File: config.mk
export PLATFORM = sky130hd
export DESIGN_NAME = oversample_filter
export DESIGN_NICKNAME = d
export VERILOG_FILES = /design/src/rtl/oversample_filter.sv
export SDC_FILE = /design/constraint.sdc
export NUM_CORES = 1
export LEC_CHECK = 0
export ABC_AREA = 1
export CAP_MARGIN = 15
export CORE_UTILIZATION = 50
export CTS_CLUSTER_DIAMETER = 200
export CTS_CLUSTER_SIZE = 16
export DETAILED_ROUTE_END_ITERATION = 12
export GPL_ROUTABILITY_DRIVEN = 1
export PLACE_DENSITY = 0.75
export SYNTH_ARGS = -nofsm -noshare
export SYNTH_HDL_FRONTEND = slang
export SYNTH_SLANG_ARGS = --single-unit
File: constraint.sdc
create_clock -name clk_in -period 7.4 [get_ports clk_in]
set_clock_uncertainty 0.2 [all_clocks]
set_input_delay 1.85 -clock clk_in [delete_from_list [all_inputs] [get_ports clk_in]]
set_output_delay 1.85 -clock clk_in [all_outputs]
set_load 0.005 [all_outputs]
File: src/rtl/oversample_filter.sv
// ============================================================================
// Module   : oversample_filter
// Purpose  : Per-channel 2^os sample averaging ahead of pid_filter; optional
//            round-half-up when OS_ROUND_EN is defined (floor otherwise).
// Revision : 1.0
// ============================================================================
`default_nettype none

module oversample_filter #(
  parameter int W_CHAN          = 5,
  parameter int N_CHAN          = 8,
  parameter int W_DIN           = 18,
  parameter int MAX_OS          = 4,
  parameter int W_OS            = 3,
  parameter int W_WR_ADDR       = 16,
  parameter int W_WR_CHAN       = 16,
  parameter int W_WR_DATA       = 48,
  parameter logic [W_WR_ADDR-1:0] OS_RATIO_ADDR   = 16'h0010,
  parameter logic [W_WR_ADDR-1:0] OS_CLR_REQ_ADDR = 16'h0011
) (
  input  logic                        clk_in,
  input  logic                        rst_in,
  input  logic                        dv_in,
  input  logic [W_CHAN-1:0]           chan_in,
  input  logic signed [W_DIN-1:0]     data_in,
  input  logic                        wr_en,
  input  logic [W_WR_ADDR-1:0]        wr_addr,
  input  logic [W_WR_CHAN-1:0]        wr_chan,
  input  logic [W_WR_DATA-1:0]        wr_data,
  output logic                        dv_out,
  output logic [W_CHAN-1:0]           chan_out,
  output logic signed [W_DIN-1:0]     data_out
);

  localparam int W_IDX = (N_CHAN > 1) ? $clog2(N_CHAN) : 1;
  localparam int W_SUM = W_DIN + MAX_OS;
  localparam int W_CNT = MAX_OS + 1;
`ifdef OS_ROUND_EN
  localparam int W_ACC = W_SUM + 1;
`else
  localparam int W_ACC = W_SUM;
`endif
  localparam logic [W_CHAN:0]    c_nchan_in = (W_CHAN+1)'(N_CHAN);
  localparam logic [W_WR_CHAN:0] c_nchan_wr = (W_WR_CHAN+1)'(N_CHAN);
  localparam logic [W_OS-1:0]    c_max_os   = W_OS'(MAX_OS);

  logic [W_OS-1:0]         os_mem  [N_CHAN];
  logic signed [W_SUM-1:0] sum_mem [N_CHAN];
  logic [W_CNT-1:0]        cnt_mem [N_CHAN];

  logic                    r_s1_dv;
  logic [W_CHAN-1:0]       r_s1_chan;
  logic signed [W_DIN-1:0] r_s1_data;
  logic signed [W_SUM-1:0] r_s1_sum;
  logic [W_CNT-1:0]        r_s1_cnt;
  logic [W_OS-1:0]         r_s1_os;

  logic [W_IDX-1:0]        w_in_idx, w_s1_idx, w_cfg_idx;
  logic                    w_cfg_hit, w_cfg_ratio, w_s1_take, w_s2_kill;
  logic                    w_wb_en, w_full, w_emit, w_fwd;
  logic [W_OS-1:0]         w_os_wr;
  logic signed [W_SUM-1:0] w_sum_n, w_sum_wb;
  logic [W_CNT-1:0]        w_cnt_n, w_cnt_wb;
  logic [W_ACC-1:0]        w_ofs;
  logic signed [W_ACC-1:0] w_acc, w_shift;
  logic                    w_unused_bits;

  assign w_in_idx  = chan_in[W_IDX-1:0];
  assign w_s1_idx  = r_s1_chan[W_IDX-1:0];
  assign w_cfg_idx = wr_chan[W_IDX-1:0];

  // A config write to a channel clears it and kills that channel's samples in both stages
  always_comb begin
    w_cfg_ratio = wr_en && ({1'b0, wr_chan} < c_nchan_wr) && (wr_addr == OS_RATIO_ADDR);
    w_cfg_hit   = w_cfg_ratio ||
                  (wr_en && ({1'b0, wr_chan} < c_nchan_wr) &&
                   (wr_addr == OS_CLR_REQ_ADDR) && wr_data[0]);
    w_os_wr     = (wr_data[W_OS-1:0] > c_max_os) ? c_max_os : wr_data[W_OS-1:0];
    w_s1_take   = dv_in && ({1'b0, chan_in} < c_nchan_in) &&
                  !(w_cfg_hit && (w_cfg_idx == w_in_idx));
    w_s2_kill   = w_cfg_hit && (w_cfg_idx == w_s1_idx);
  end

  always_comb begin
    w_sum_n  = r_s1_sum + W_SUM'(r_s1_data);
    w_cnt_n  = r_s1_cnt + W_CNT'(1);
    w_full   = (w_cnt_n == (W_CNT'(1) << r_s1_os));
    w_wb_en  = r_s1_dv && !w_s2_kill;
    w_emit   = w_wb_en && w_full;
    w_sum_wb = w_full ? '0 : w_sum_n;
    w_cnt_wb = w_full ? '0 : w_cnt_n;
`ifdef OS_ROUND_EN
    w_ofs    = (W_ACC'(1) << r_s1_os) >> 1;
`else
    w_ofs    = '0;
`endif
    w_acc    = W_ACC'(w_sum_n) + $signed(w_ofs);
    w_shift  = w_acc >>> r_s1_os;
    w_fwd    = w_wb_en && (w_s1_idx == w_in_idx);
  end

  assign w_unused_bits = ^{w_shift[W_ACC-1:W_DIN], wr_data[W_WR_DATA-1:W_OS]};

  always_ff @(posedge clk_in) begin
    if (rst_in) begin
      for (int i = 0; i < N_CHAN; i++) begin
        os_mem[i]  <= '0;
        sum_mem[i] <= '0;
        cnt_mem[i] <= '0;
      end
      r_s1_dv   <= 1'b0;
      r_s1_chan <= '0;
      r_s1_data <= '0;
      r_s1_sum  <= '0;
      r_s1_cnt  <= '0;
      r_s1_os   <= '0;
      dv_out    <= 1'b0;
      chan_out  <= '0;
      data_out  <= '0;
    end else begin
      // Stage 1: fetch state, bypassing memory when stage 2 writes the same channel
      r_s1_dv   <= w_s1_take;
      r_s1_chan <= chan_in;
      r_s1_data <= data_in;
      r_s1_sum  <= w_fwd ? w_sum_wb : sum_mem[w_in_idx];
      r_s1_cnt  <= w_fwd ? w_cnt_wb : cnt_mem[w_in_idx];
      r_s1_os   <= os_mem[w_in_idx];

      if (w_wb_en) begin
        sum_mem[w_s1_idx] <= w_sum_wb;
        cnt_mem[w_s1_idx] <= w_cnt_wb;
      end
      if (w_cfg_hit) begin
        sum_mem[w_cfg_idx] <= '0;
        cnt_mem[w_cfg_idx] <= '0;
        if (w_cfg_ratio) os_mem[w_cfg_idx] <= w_os_wr;
      end

      dv_out <= w_emit;
      if (w_emit) begin
        chan_out <= r_s1_chan;
        data_out <= w_shift[W_DIN-1:0];
      end
    end
  end

endmodule

`default_nettype wire
* After elaboration in Yosys (flattened, before gate mapping) *
Memory sizes are Yosys's and may differ from the RTL's. A register that Yosys moved wholly into a read port is not among the register bits.
Cells that the tools add are included.
W data, S select, Z words.

cells by class
  add/sub/neg operators = 2
  order comparisons = 3
  equal/unequal tests = 5
  shifts and indexed selects = 2
  mux-type cells = 30
  reductions and logical operators = 18

operators by type and width
  cell                   number
  $mux W22               3
  $reduce_or A22 Y1      2
  $eq A16 B5 Y1 const B  2
  $add A22 B18 Y22       1
  $sshr A22 B3 Y18       1
  $mux W3                7
  $mux W1                17
  $lt A16 B4 Y1 const B  1
  $mux W5                3
  $logic_and A1 B1 Y1    10
  $reduce_or A5 Y1       2
  $eq A3 B3 Y1           2
  $add A5 B1 Y5 const B  1
  $eq A5 B5 Y1           1
  $lt A5 B4 Y1 const B   1
  $shl A1 B3 Y5 const A  1
  $gt A3 B3 Y1 const B   1
  $reduce_or A3 Y1       1
  $logic_not A1 Y1       2
  $logic_or A1 B1 Y1     1

storage, ports and cells
  register bits = 48
  bits in writable memories = 240
  input port bits = 107
  output and inout port bits = 24
  word-level logic and storage cells = 69
  memories = 3

memories
  memory   words  bits a word  read ports  clocked after Yosys merged registers in  wr ports  line  source
  sum_mem  8      22           1           1                                        8         48    logic signed [W_SUM-1:0] sum_mem [N_CHAN];
  cnt_mem  8      5            1           1                                        8         49    logic [W_CNT-1:0] cnt_mem [N_CHAN];
  os_mem   8      3            1           1                                        8         47    logic [W_OS-1:0] os_mem [N_CHAN];

* Logic depth before layout (Yosys ltp) *
  word-level depth = 13
  depth in mapped cells = 16
  depth with buffers taken out = 16

* Worst setup path before layout *
OpenSTA, ideal clock, no wires.

  path kind = input -> register
  from = in wr_addr[12]
  to = reg r_s1_sum[12], read port of sum_mem
  setup time = 116 ps
  arrival = 3,372 ps
  data required time = 7,084 ps
  path slack = 3,712 ps
  stages = 11
  buffers on the path = 1
  cells stage by stage = or2_2 > nor3_1 > nand2_1 > a21oi_1 > nand3_2 > nand2_4 > nor2_8 > nand2_4 > buf_2 > nand3_1 > o211a_1

RTL lines
  item                line  source
  start: declaration  27    input logic [W_WR_ADDR-1:0] wr_addr,
  end: declaration    54    logic signed [W_SUM-1:0] r_s1_sum;

==> out/results.ini <==
[clock_network]
post_cts_buffers = 0
hold_buffers = 0
cts_tree = built
htreeDepth = 1
numCtsBuffers = 23
clkSinkCount = 318
clock_latency_ps = 550
cts.repair.resized = 0
cts_buffer_depth = 3
clk_pin_slew_ps = 70
root_buffer = clkbuf_16

[grt]
antenna_found_initial = 0
grt_pass1_wl_um = 82000
overflow = 0
grt_pass1_vias = 15400
grt_use_total_pct = 31.3
grt_max_degree = 169

[floorplanning]
die_x_um = 182
core_area_mm2 = 0.0317
rows = 65
die_h_um = 182
start_util_pct = 51.0
die_area_mm2 = 0.0331
io_pins = 131

[sta]
final-max-slew-violation-count = 0
timing.setup.tns_ps = 0
rsz0062_at_grt = false
finalSetupViolCount = 0
fmax_ghz = 0.214
tightestPinTransition_ps = 1180
timing.final.crit_share_pct = 63.3
slew_headroom_pct = 21.1
period_needed_ps = 4680
final-hold-violation-count = 0
holdWs_ps = 266

[detailed_routing]
drtPass1Iterations = 8
drtAntennaViolNets = 0
wl_per_cell_um = 20.0
drcViolationCount = 0
num_vias = 16400
vias_per_cell = 6.13
finalWirelength_um = 53400
drt-initial-drc-count = 2140

[worst_setup_path]
critPathSlowestCell = nor2_4
critPathRequiredTime_ps = 7560
r2r_slack_ps = 3670
cp.arrival_ps = 4840
path_class = input pin to register
start_kind = input pin
path_depth = 6
r2r_start = r_s1_os[0]
cp_top_family = simple AND/OR/NAND/NOR gates
worst-path-buf-inv = 3
path_max_fanout = 168
crit_chain = clkdlybuf4s50_1 -> buf_4 -> inv_8 -> nand2_2 -> nor2_4 -> a21oi_1
cp_slowest_stage_delay_ps = 920
rr_worst_depth = 12
worst_setup_path_end_kind = register
cp-startpoint = rst_in

[hold_path]
hp-class = register to register
hold_depth = 2
min_from = r_s1_chan[3]

[synth]
netlist_area_mm2 = 0.0162
ys_types = 46
syn_nets = 2425
async_flop_share_pct = 0
synth_edf_count = 24
synth.avg_cell_area_um2 = 7.05
synthCells = 2295
ys_seq_area_share_pct = 40.8
synth-seq-cells = 318
ys.flop_type = dfxtp_1
yosysWarningCount = 0

[finish]
area_delta_synth_final_pct = 8.60
antenna_cells = 0
postLayoutCellArea_mm2 = 0.0176
layout.nets = 2395
post-route-util_pct = 55.4
drive_above_1_share_pct = 4.01

[run]
cap_violations = 0

[status]
status = complete, no violations

[power_and_ir_drop]
leakage_nw = 7.07
power.density_mw_per_mm2 = 196
ir_drop_mv = 0.151

[place]
dpl.hpwl_um = 31700
placed_cell_area_mm2 = 0.0170
place_congestion = 1.01
io_buffers = 85

==> cells by family after synthesis <==
group / after synthesis / share of synthesized area (%)
compound gates: 464 / 16.2
xor+xnor: 22 / 1.19
fa+ha+maj: 23 / 1.82
buf+inv: 305 / 7.88
flops: 318 / 40.8
mux: 16 / 0.989
simple gates: 1147 / 31.1
==> worst reg2reg max path: stages (launching register included) <==
cell and delay (ps):
dfxtp_1 310, buf_4 290, inv_1 460, nor2_1 330
nand2_1 120, xor2_1 170, nand3b_1 150, nor2_1 140
nand2_2 300, nor2_4 800, nand3_1 180, o211ai_1 130
inv_1 50
==> layout by cell type (no fill, tap or decap), types with 23 or more instances in the layout <==
cell,n
o21ai_0,90
nand3_1,353
nand2_1,536
nand4_1,27
clkdlybuf4s50_1,83
edfxtp_1,24
clkbuf_16,23
nor2_1,173
dfxtp_1,294
a21oi_1,290
o221ai_1,32
inv_1,135
==> power by group <==
| group | internal, mW | switching [mW] | total (mW) |
|---|---|---|---|
| Combinational | 0.146 | 0.363 | 0.509 |
| Sequential | 1.76 | 0.0159 | 1.78 |
| Clock | 0.567 | 0.602 | 1.17 |
| Total | 2.47 | 0.981 | 3.45 |
==> Yosys cell counts, drive strengths merged, types with 16 or more instances <==
cell type	n	area, um^2
nand2	548	2140
nand3	354	1780
a21oi	294	1490
dfxtp	294	5890
nor2	187	756
inv	149	559
o21ai	90	450
clkbuf	77	292
buf	76	413
o221ai	32	280
nand4	27	169
edfxtp	24	721
a221o	22	220
ha	22	275
mux2i	16	160
==> layer usage <==
metal	GRT usage, %	vias to the layer above	wire length (um)
li1	-	7656	-
met5	0	-	0
met2	53.3	915	25000
met1	38.8	7633	20800
met3	5.17	165	5380
met4	14.2	0	2170
==> registers in the layout (all words and copies together) (netlist names) <==
register and cells:
r_s1_os 3, sum_mem 176, data_out 18, os_mem 24
r_s1_cnt 5, r_s1_chan 5, r_s1_dv 1, r_s1_data 18
r_s1_sum 22, dv_out 1, cnt_mem 40, chan_out 5
==> area by class of cell <==
cell class | count | area, um^2
Tap cell | 402 | 503
Clock inverter | 1 | 8.76
Inverter | 152 | 578
Sequential cell | 318 | 6610
Clock buffer | 26 | 597
Timing Repair Buffer | 98 | 941
Multi-Input combinational cell | 1672 | 8350
Fill cell | 3026 | 14100
==> final timing paths <==
kind | to
max | sum_mem[1][16]
min | chan_out[3]
max reg2reg | data_out[1]
min reg2reg | chan_out[3]
==> metrics by stage <==
step | total power [mW] | cells | setup slack [ps]
2_1_floorplan | 2.14 | 2295 | 3710
3_3_place_gp | 2.30 | 2642 | 2400
3_5_place_dp | 2.31 | 2642 | 2320
4_1_cts | 3.44 | 2669 | 2860
5_1_grt | 3.56 | 2669 | 2590
6_report | 3.45 | 2669 | 2720
(Power assumes the default switching activity.)
